### src/rtl/sub_arb_pkg.sv
// Shared constants, id type and saturation limits for the shared-subtractor arbiter.
// The saturation limits are used only when SUB_ARB_SATURATE_EN is defined.
package sub_arb_pkg;

  localparam int unsigned DWIDTH_DEF = 32;
  localparam int unsigned NREQ_DEF   = 4;
  localparam int unsigned IDW_DEF    = $clog2(NREQ_DEF);

  typedef logic [IDW_DEF-1:0] req_id_t;

  // Largest positive value of a dw-bit two's-complement number (low dw bits used).
  function automatic logic [63:0] sat_max(input int unsigned dw);
    return (64'(1) << (dw - 1)) - 64'(1);
  endfunction

  // Most negative value of a dw-bit two's-complement number (low dw bits used).
  function automatic logic [63:0] sat_min(input int unsigned dw);
    return 64'(1) << (dw - 1);
  endfunction

endpackage

### src/rtl/sub_share_arbiter_rr_arbiter.sv
// Round-robin priority select: the first set req bit at or above ptr, wrapping,
// wins. Produces a one-hot grant, its encoded index and a found flag.
module rr_arbiter #(
  parameter  int unsigned NREQ = 4,
  localparam int unsigned IDW  = $clog2(NREQ)
) (
  input  logic [NREQ-1:0] req,
  input  logic [IDW-1:0]  ptr,
  output logic [NREQ-1:0] grant_c,
  output logic [IDW-1:0]  idx_c,
  output logic            any_c
);

  logic [IDW-1:0] cand;
  logic           found;

  always_comb begin
    grant_c = '0;
    idx_c   = '0;
    found   = 1'b0;
    cand    = '0;
    for (int unsigned k = 0; k < NREQ; k++) begin
      cand = IDW'((32'(ptr) + k) % NREQ);
      if (!found && req[cand]) begin
        found          = 1'b1;
        grant_c[cand]  = 1'b1;
        idx_c          = cand;
      end
    end
    any_c = found;
  end

endmodule

### src/rtl/sub_share_arbiter.sv
// One signed subtractor shared round-robin among NREQ valid/ready requesters,
// one-cycle registered result port. Define SUB_ARB_SATURATE_EN to clamp on overflow.
module sub_share_arbiter
  import sub_arb_pkg::*;
#(
  parameter  int unsigned DWIDTH = DWIDTH_DEF,
  parameter  int unsigned NREQ   = NREQ_DEF,
  localparam int unsigned IDW    = $clog2(NREQ)
) (
  input  logic                   clk,
  input  logic                   rst,
  input  logic [NREQ-1:0]        req_valid,
  output logic [NREQ-1:0]        req_ready,
  input  logic [NREQ*DWIDTH-1:0] req_a,
  input  logic [NREQ*DWIDTH-1:0] req_b,
  output logic                   res_valid,
  input  logic                   res_ready,
  output logic [DWIDTH-1:0]      res_data,
  output logic [IDW-1:0]         res_id,
  output logic                   res_ovf,
  output logic                   busy
);

  logic [IDW-1:0]    ptr;
  logic              can_load_c;
  logic [NREQ-1:0]   req_masked_c;
  logic [NREQ-1:0]   grant_c;
  logic [IDW-1:0]    gnt_idx_c;
  logic              gnt_any_c;
  logic [IDW-1:0]    ptr_next_c;
  logic [DWIDTH-1:0] a_arr [NREQ];
  logic [DWIDTH-1:0] b_arr [NREQ];
  logic [DWIDTH-1:0] op_a_c;
  logic [DWIDTH-1:0] op_b_c;
  logic [DWIDTH-1:0] diff_c;
  logic [DWIDTH-1:0] res_next_c;
  logic              ovf_c;

  // A new result may be loaded when the register is empty or being drained.
  assign can_load_c   = !res_valid || res_ready;
  assign req_masked_c = (can_load_c && !rst) ? req_valid : '0;

  rr_arbiter #(
    .NREQ (NREQ)
  ) u_rr_arbiter (
    .req     (req_masked_c),
    .ptr     (ptr),
    .grant_c (grant_c),
    .idx_c   (gnt_idx_c),
    .any_c   (gnt_any_c)
  );

  assign req_ready = grant_c;
  assign busy      = res_valid || (|req_valid);

  for (genvar g = 0; g < NREQ; g++) begin : g_unpack
    assign a_arr[g] = req_a[g*DWIDTH +: DWIDTH];
    assign b_arr[g] = req_b[g*DWIDTH +: DWIDTH];
  end

  assign ptr_next_c = (gnt_idx_c == IDW'(NREQ - 1)) ? '0 : gnt_idx_c + IDW'(1);

  // Shared subtractor with signed-overflow detection on the granted operands.
  always_comb begin
    op_a_c     = a_arr[gnt_idx_c];
    op_b_c     = b_arr[gnt_idx_c];
    diff_c     = op_a_c - op_b_c;
    ovf_c      = (op_a_c[DWIDTH-1] != op_b_c[DWIDTH-1]) &&
                 (diff_c[DWIDTH-1] != op_a_c[DWIDTH-1]);
    res_next_c = diff_c;
`ifdef SUB_ARB_SATURATE_EN
    // A negative minuend can only overflow downward, a positive one upward.
    if (ovf_c) begin
      res_next_c = op_a_c[DWIDTH-1] ? DWIDTH'(sat_min(DWIDTH)) : DWIDTH'(sat_max(DWIDTH));
    end
`endif
  end

  always_ff @(posedge clk or posedge rst) begin
    if (rst) begin
      res_valid <= 1'b0;
      res_data  <= '0;
      res_id    <= '0;
      res_ovf   <= 1'b0;
      ptr       <= '0;
    end else if (gnt_any_c) begin
      res_valid <= 1'b1;
      res_data  <= res_next_c;
      res_id    <= gnt_idx_c;
      res_ovf   <= ovf_c;
      ptr       <= ptr_next_c;
    end else if (res_ready) begin
      res_valid <= 1'b0;
    end
  end

endmodule

### config.mk
export PLATFORM = sky130hd
export DESIGN_NAME = sub_share_arbiter
export DESIGN_NICKNAME = d
export VERILOG_FILES = /design/src/rtl/sub_arb_pkg.sv /design/src/rtl/sub_share_arbiter_rr_arbiter.sv /design/src/rtl/sub_share_arbiter.sv
export SDC_FILE = /design/constraint.sdc
export NUM_CORES = 1
export LEC_CHECK = 0
export ABC_AREA = 1
export CORE_MARGIN = 2
export CORE_UTILIZATION = 40
export DETAILED_ROUTE_END_ITERATION = 8
export PLACE_DENSITY = 0.81
export SYNTH_ARGS = -nofsm -noshare
export SYNTH_HDL_FRONTEND = slang
export SYNTH_SLANG_ARGS = --single-unit
### constraint.sdc
create_clock -name clk -period 4.7 [get_ports clk]
set_clock_uncertainty 0.05 [all_clocks]
set_input_delay 0.94 -clock clk [delete_from_list [all_inputs] [get_ports clk]]
set_output_delay 0.94 -clock clk [all_outputs]
set_load 0.005 [all_outputs]
==> results of run 1 <==
## worst max-delay path: stages, from the launching register on
cell	delay, ps
dfrtp_1	540
inv_1	110
ha_1	360
inv_1	200
nand3_2	130
nand2_4	150
buf_4	130
nand3_2	80
nand2_2	80
nand2_2	70
nand2_2	110
nand2_4	100
buf_12	160
buf_16	150
buf_12	140
a32oi_2	280
ha_4	270
a21oi_1	300
buf_4	180
inv_1	40
a21oi_1	110
o211ai_1	170
nand2_1	160
nand2_2	80
xnor2_2	210
o21ai_1	80
## flip-flops by register name, summed over array words and instances, names as in the netlist
signal	flops
res_ovf	1
ptr	2
res_valid	1
res_data	32
res_id	2
## logic make-up (layout without fill, tap and decap cells)
kind of cell | count (synthesis) | in the layout
xor gates and xnor gates | 21 | 21
AOI/OAI and AO/OA | 250 | 250
DFF | 38 | 38
buffers and inverters | 106 | 529
adders and majority gates | 36 | 36
and+or+nand+nor | 435 | 437
## cell usage after synthesis (all sizes together) (2+ instances only)
cell | instances | area share
a21o | 4 | 0.0055
a21oi | 102 | 0.094
a221oi | 5 | 0.0080
a31oi | 6 | 0.0068
a32o | 31 | 0.056
a32oi | 26 | 0.041
buf | 43 | 0.046
clkbuf | 5 | 0.0034
dfrtp | 38 | 0.17
ha | 35 | 0.080
inv | 57 | 0.039
nand2 | 318 | 0.22
nand3 | 40 | 0.039
nand3b | 2 | 0.0034
nand4 | 15 | 0.023
nor2 | 48 | 0.033
nor3 | 7 | 0.0073
nor4 | 2 | 0.0023
o211ai | 5 | 0.0068
o21a | 3 | 0.0041
o21ai | 58 | 0.053
o22ai | 5 | 0.0057
or2 | 3 | 0.0034
xnor2 | 13 | 0.021
xor2 | 8 | 0.013
## cell usage in the layout, fill, tap and decap left out, drive strengths merged, types with 2 or more instances in the layout
master         instances
a21oi                102
a221oi                 5
nand3                 40
nor2                  48
clkbuf                12
a31oi                  6
a32oi                 26
inv                   56
dfrtp                 38
clkdlybuf4s50        297
o21a                   3
or2                    3
nand4                 15
nand2                320
buf                  154
clkinv                 2
xnor2                 13
o21ai                 58
o211ai                 5
a32o                  31
nand3b                 2
o22ai                  5
dlymetal6s2s           6
xor2                   8
nor3                   7
a21o                   4
ha                    35
nor4                   2
## per-layer routing
metal,vias up,global-route usage,routed length [microns]
met1,4060,0.431,11100
met3,87,0.0564,2770
li1,3944,-,-
met2,539,0.551,13900
met4,0,0.0625,861
met5,-,0,0
## worst max path at each step
stage	slack, ps	end	startpoint	cells past startpoint
finish	120	res_data[19]	ptr[1]	25
global route	-140	res_data[23]	ptr[1]	26
CTS	10	res_data[25]	res_ready	28
detailed placement	-500	res_data[26]	res_ready	26
global placement	-430	res_data[26]	res_ready	26
floorplan	70	res_data[24]	rst	27
## area by class of cell
| class | count | area [sq um] | area share |
|---|---|---|---|
| flip-flops and latches | 38 | 951 | 0.0869 |
| clock buffers | 6 | 139 | 0.0127 |
| repair buffers | 464 | 4580 | 0.419 |
| multi-input cells | 744 | 4800 | 0.438 |
| well taps | 176 | 220 | 0.0201 |
| clock inverters | 1 | 30.0 | 0.00274 |
| inverters | 58 | 223 | 0.0204 |
## metrics by stage
stage / TNS, ps / setup slack, ps
2_1_floorplan: 0 / 68.0
3_3_place_gp: -6820 / -428
3_5_place_dp: -8430 / -500
4_1_cts: 0 / 12.3
5_1_grt: -1100 / -137
6_report: 0 / 121
## repair_timing
| item | in CTS | in global routing |
|---|---|---|
| setup endpoints to repair | 18 | 24 |
| buffers inserted | 3 | 22 |
| pin swaps | 2 | 54 |
| gates cloned | 1 | 7 |
| gates resized for setup | 21 | 153 |
| hold buffers | 0 | 0 |
| hold endpoints to repair | 0 | 0 |
==> results.md, run 1 <==
* Routed WL at 28600 microns
* Mux share of post-synthesis cell area at 0
* GRT Util Overall at 0.323
* Via count at 8630
* Ant. Diodes at 0
* RR Endpoint: res_data[19]
* Setup violators final at 0
* EDFF count, synth at 0
* Kind of critical path: flop to flop
* Post-synth cell types at 44
* Core ar. at 13300 sq um
* Crit share post-route at 0.974
* Reg clk slew, reported paths at 70 ps
* Final Instance Count excl. Fillers at 1487
* Main synth FF type: dfrtp_1
* Clock buffer count from CTS at 5
* Hold_ws at 416 ps
* CP Capture Type: flop
* Number of global-route vias before repair at 7551
* Initial antenna violation count at 0
* Mean Syn Cell Area at 6.20 sq um
* Final instance area at 10900 sq um
* Synth-to-layout area growth at 99.1%
* DP HPWL at 19600 microns
* Root Buffer: clkbuf_16
* Post-synth ARST share at 1.00
* HP Start: res_data[1]
* DIE HEIGHT at 121 microns
* R2r setup slk at 120 ps
* Worst relative slew slack at 0.649
* Site Rows at 42
* DP Cell Count at 1447
* Crit Path Max Fanout at 11
* Fin. max-slew vios at 0
* Final ANT Viol Nets at 0
* Synth Area in Adders at 0.0834
* Nets@finish at 1610
* Final core occ at 0.820
* Vias per cell at 5.80
* CTS max path bufs at 2
* Layout fillers at 807
* Net Count, Synth at 1185
* Outcome: completed
* Hold path depth at 2
* Max Cap Violations at 0
* Total grt overflow at 0
* Wire per inst at 19.2 microns
* First-pass GRT wire length at 37700 microns
* Hold worst-path end: res_data[1]
* Area share of and/or/nand/nor cells after synthesis at 0.332
* Minimum clock period at 4580 ps
* Slew @ Worst Pin at 527 ps
* Post-Synth XOR/XNOR Area at 0.0335
* Register area share after synthesis at 0.173
* Final hold vios at 0
* 1st-iter DRT viols at 916
* Largest family of logic cells by synthesized area: simple AND/OR/NAND/NOR gates
* Clock Latency Late Sink at 290 ps
* Starting Density at 0.412
* Worst Hold Class: flop to flop
* RD Place Congestion at 0.942
* Mapped cell area at 5490 sq um
* Chip width at 121 microns
* R2r worst-path depth at 25
* Total die area at 14700 sq um
* Placed cell area at 9580 sq um
* Synth Instances at 886
* Synth warn at 0
* Worst Path Arrival at 4680 ps
* CTS tree: built
* Largest net degree at the start of global routing at 53
* Number of remaining DRC errors at 0
* WP data required at 4800 ps
* Register bit count reported by yosys at 38
* CTS H-Tree Depth at 2
* Critical R2R Launch: ptr[1]
* Synth Area in Compound Gates at 0.289
* Setup crit start kind: flop
* First-pass DRT Iterations at 6
* Max Freq at 218 MHz
* # IOs at 304
* PortBufs at 303
* Share of layout cells above drive strength 1 at 0.232
* Clock sink count at 38
Power of run 1 is not shown: default switching activity piles up to over one toggle a cycle in this logic, so the estimate is an artifact.
==> run 2, diff against run 1 <==
--- a/config.mk
+++ b/config.mk
@@ -6,10 +6,10 @@
 export NUM_CORES = 1
 export LEC_CHECK = 0
 export ABC_AREA = 1
-export CORE_MARGIN = 2
 export CORE_UTILIZATION = 40
 export DETAILED_ROUTE_END_ITERATION = 8
 export PLACE_DENSITY = 0.81
+export RECOVER_POWER = 25
 export SYNTH_ARGS = -nofsm -noshare
 export SYNTH_HDL_FRONTEND = slang
 export SYNTH_SLANG_ARGS = --single-unit
==> results.md, run 2 (synthesis results as in run 1) <==
* WP data required at 4830 ps (was 4800 ps)
* CTS H-Tree Depth at 2 (unchanged)
* Hold_ws at 429 ps (was 416 ps)
* CP max stage delay at 290 ps (was 540 ps)
* Number of remaining DRC errors at 0 (unchanged)
* DP HPWL at 19800 microns (was 19600 microns)
* Slew @ Worst Pin at 2170 ps (was 527 ps)
* CP max-delay cell: ha_1 (was dfrtp_1)
* Vias per cell at 5.74 (was 5.80)
* R2r setup slk at 420 ps (was 120 ps)
* GRT Util Overall at 0.348 (was 0.323)
* Failing checks: max-capacitance violations, max-slew violations
* Cell family with the largest share of critical-path delay: simple AND/OR/NAND/NOR gates (was buffers and inverters)
* Layout fillers at 883 (was 807)
* Ant. Diodes at 0 (unchanged)
* Clock sink count at 38 (unchanged)
* Fin. max-slew vios at 37 (was 0)
* Final instance area at 10900 sq um (about the same)
* Synth-to-layout area growth at 97.7% (was 99.1%)
* Max reg flops at 32 (unchanged)
* Worst Hold Class: flop to flop (unchanged)
* Total grt overflow at 0 (unchanged)
* Worst Path Arrival at 4700 ps (was 4680 ps)
* Largest net degree at the start of global routing at 47 (was 53)
* DIE HEIGHT at 119 microns (was 121 microns)
* CP Capture Type: flop (unchanged)
* Root Buffer: clkbuf_16 (unchanged)
* Max Freq at 219 MHz (was 218 MHz)
* Final ANT Viol Nets at 0 (unchanged)
* Initial antenna violation count at 1 (was 0)
* # IOs at 304 (unchanged)
* Worst relative slew slack at -0.447 (was 0.649)
* Setup violators final at 0 (unchanged)
* Regs by FF count: res_data: 32 flops, ptr: 2 flops, res_id: 2 flops (unchanged)
* Area occupied by multi-input gates at 4710 sq um (was 4800 sq um)
* Most flop-heavy register: res_data (unchanged)
* Reg clk slew, reported paths at 60 ps (was 70 ps)
* Commonest non-fill, non-tap cells in the layout: nand2_1 (297), clkdlybuf4s50_1 (297), buf_4 (161), a21oi_1 (85), inv_1 (51) (was clkdlybuf4s50_1 (297), nand2_1 (291), buf_4 (134), a21oi_1 (81), inv_1 (50))
* Number of global-route vias before repair at 7795 (was 7551)
* Crit share post-route at 0.972 (was 0.974)
* First-pass GRT wire length at 39200 microns (was 37700 microns)
* Placed cell area at 9710 sq um (was 9580 sq um)
* Wire per inst at 18.8 microns (was 19.2 microns)
* RD Place Congestion at 0.981 (was 0.942)
* CTS max path bufs at 2 (unchanged)
* Routed WL at 28400 microns (was 28600 microns)
* Starting Density at 0.413 (was 0.412)
* Crit Path Max Fanout at 10 (was 11)
* Via count at 8672 (was 8630)
* Nets@finish at 1633 (was 1610)
* Kind of critical path: input port to flop (was flop to flop)
* Fin Setup TNS at 0 ps (unchanged)
* Chip width at 119 microns (was 121 microns)
* 1st-iter DRT viols at 774 (was 916)
* Minimum clock period at 4570 ps (was 4580 ps)
* PortBufs at 303 (unchanged)
* First-pass DRT Iterations at 5 (was 6)
* Max Cap Violations at 1 (was 0)
* Most frequent CP cell: buf_4 (was nand2_2)
* Worst path bufs/invs at 8 (unchanged)
* Final hold vios at 0 (unchanged)
* Cts-stage hold buffer count at 0 (unchanged)
* Clock buffer count from CTS at 5 (unchanged)
* Outcome: complete, but fails checks (was completed)
* Setup crit start kind: input port (was flop)
* Core ar. at 13300 sq um (about the same)
* Share of layout cells above drive strength 1 at 0.223 (was 0.232)
* CTS tree: built (unchanged)
* Total die area at 14200 sq um (was 14700 sq um)
* Site Rows at 42 (unchanged)
* Sequential cell area at 951 sq um (unchanged)
* Clock Latency Late Sink at 290 ps (about the same)
-- run 2: tightest hold or removal path, stage by stage, from the launching register on --
cell and delay [ps]:
dfrtp_1 340, nand2_1 50, nand2_1 60
-- run 2: final timing paths --
kind	depth (start not counted)	start	endpoint
hold / removal	2	res_data[26]	res_data[26]
setup / recovery	26	rst	res_data[26]
min in group asynchronous	3	rst	res_valid
max in group asynchronous	3	rst	res_data[11]
setup reg to reg	25	ptr[0]	res_data[26]
hold reg to reg	2	res_data[26]	res_data[26]
-- run 2: stage by stage --
stage | std cells | worst slack [ps] | util
after floorplan | 886 | 68.0 | -
after global routing | 1511 | -42.9 | 0.817
after detailed placement | 1472 | -572 | 0.730
after global placement | 1472 | -525 | 0.730
final | 1511 | 133 | 0.817
after CTS | 1489 | -16.7 | 0.760
-- run 2: layer usage --
metal  track usage  wire [microns]
met1         0.453           11500
met2         0.580           13500
met3        0.0584            2270
met4         0.113            1110
met5             0              12
-- run 2: timing repair --
item | 4_1_cts | 5_1_grt
gates resized for setup | 26 | 108
gates cloned | 4 | 8
endpoints found under the setup margin | 18 | 24
pin swaps | 7 | 49
setup buffers | 5 | 15
-- run 2: area by class of cell --
cell class,instances,area share
clock inverters,2,0.00115
inverters,58,0.0205
well taps,176,0.0203
clock buffers,6,0.0128
multi-input cells,748,0.434
repair buffers,483,0.424
flip-flops and latches,38,0.0875
Power of run 2 is left out for the same reason.
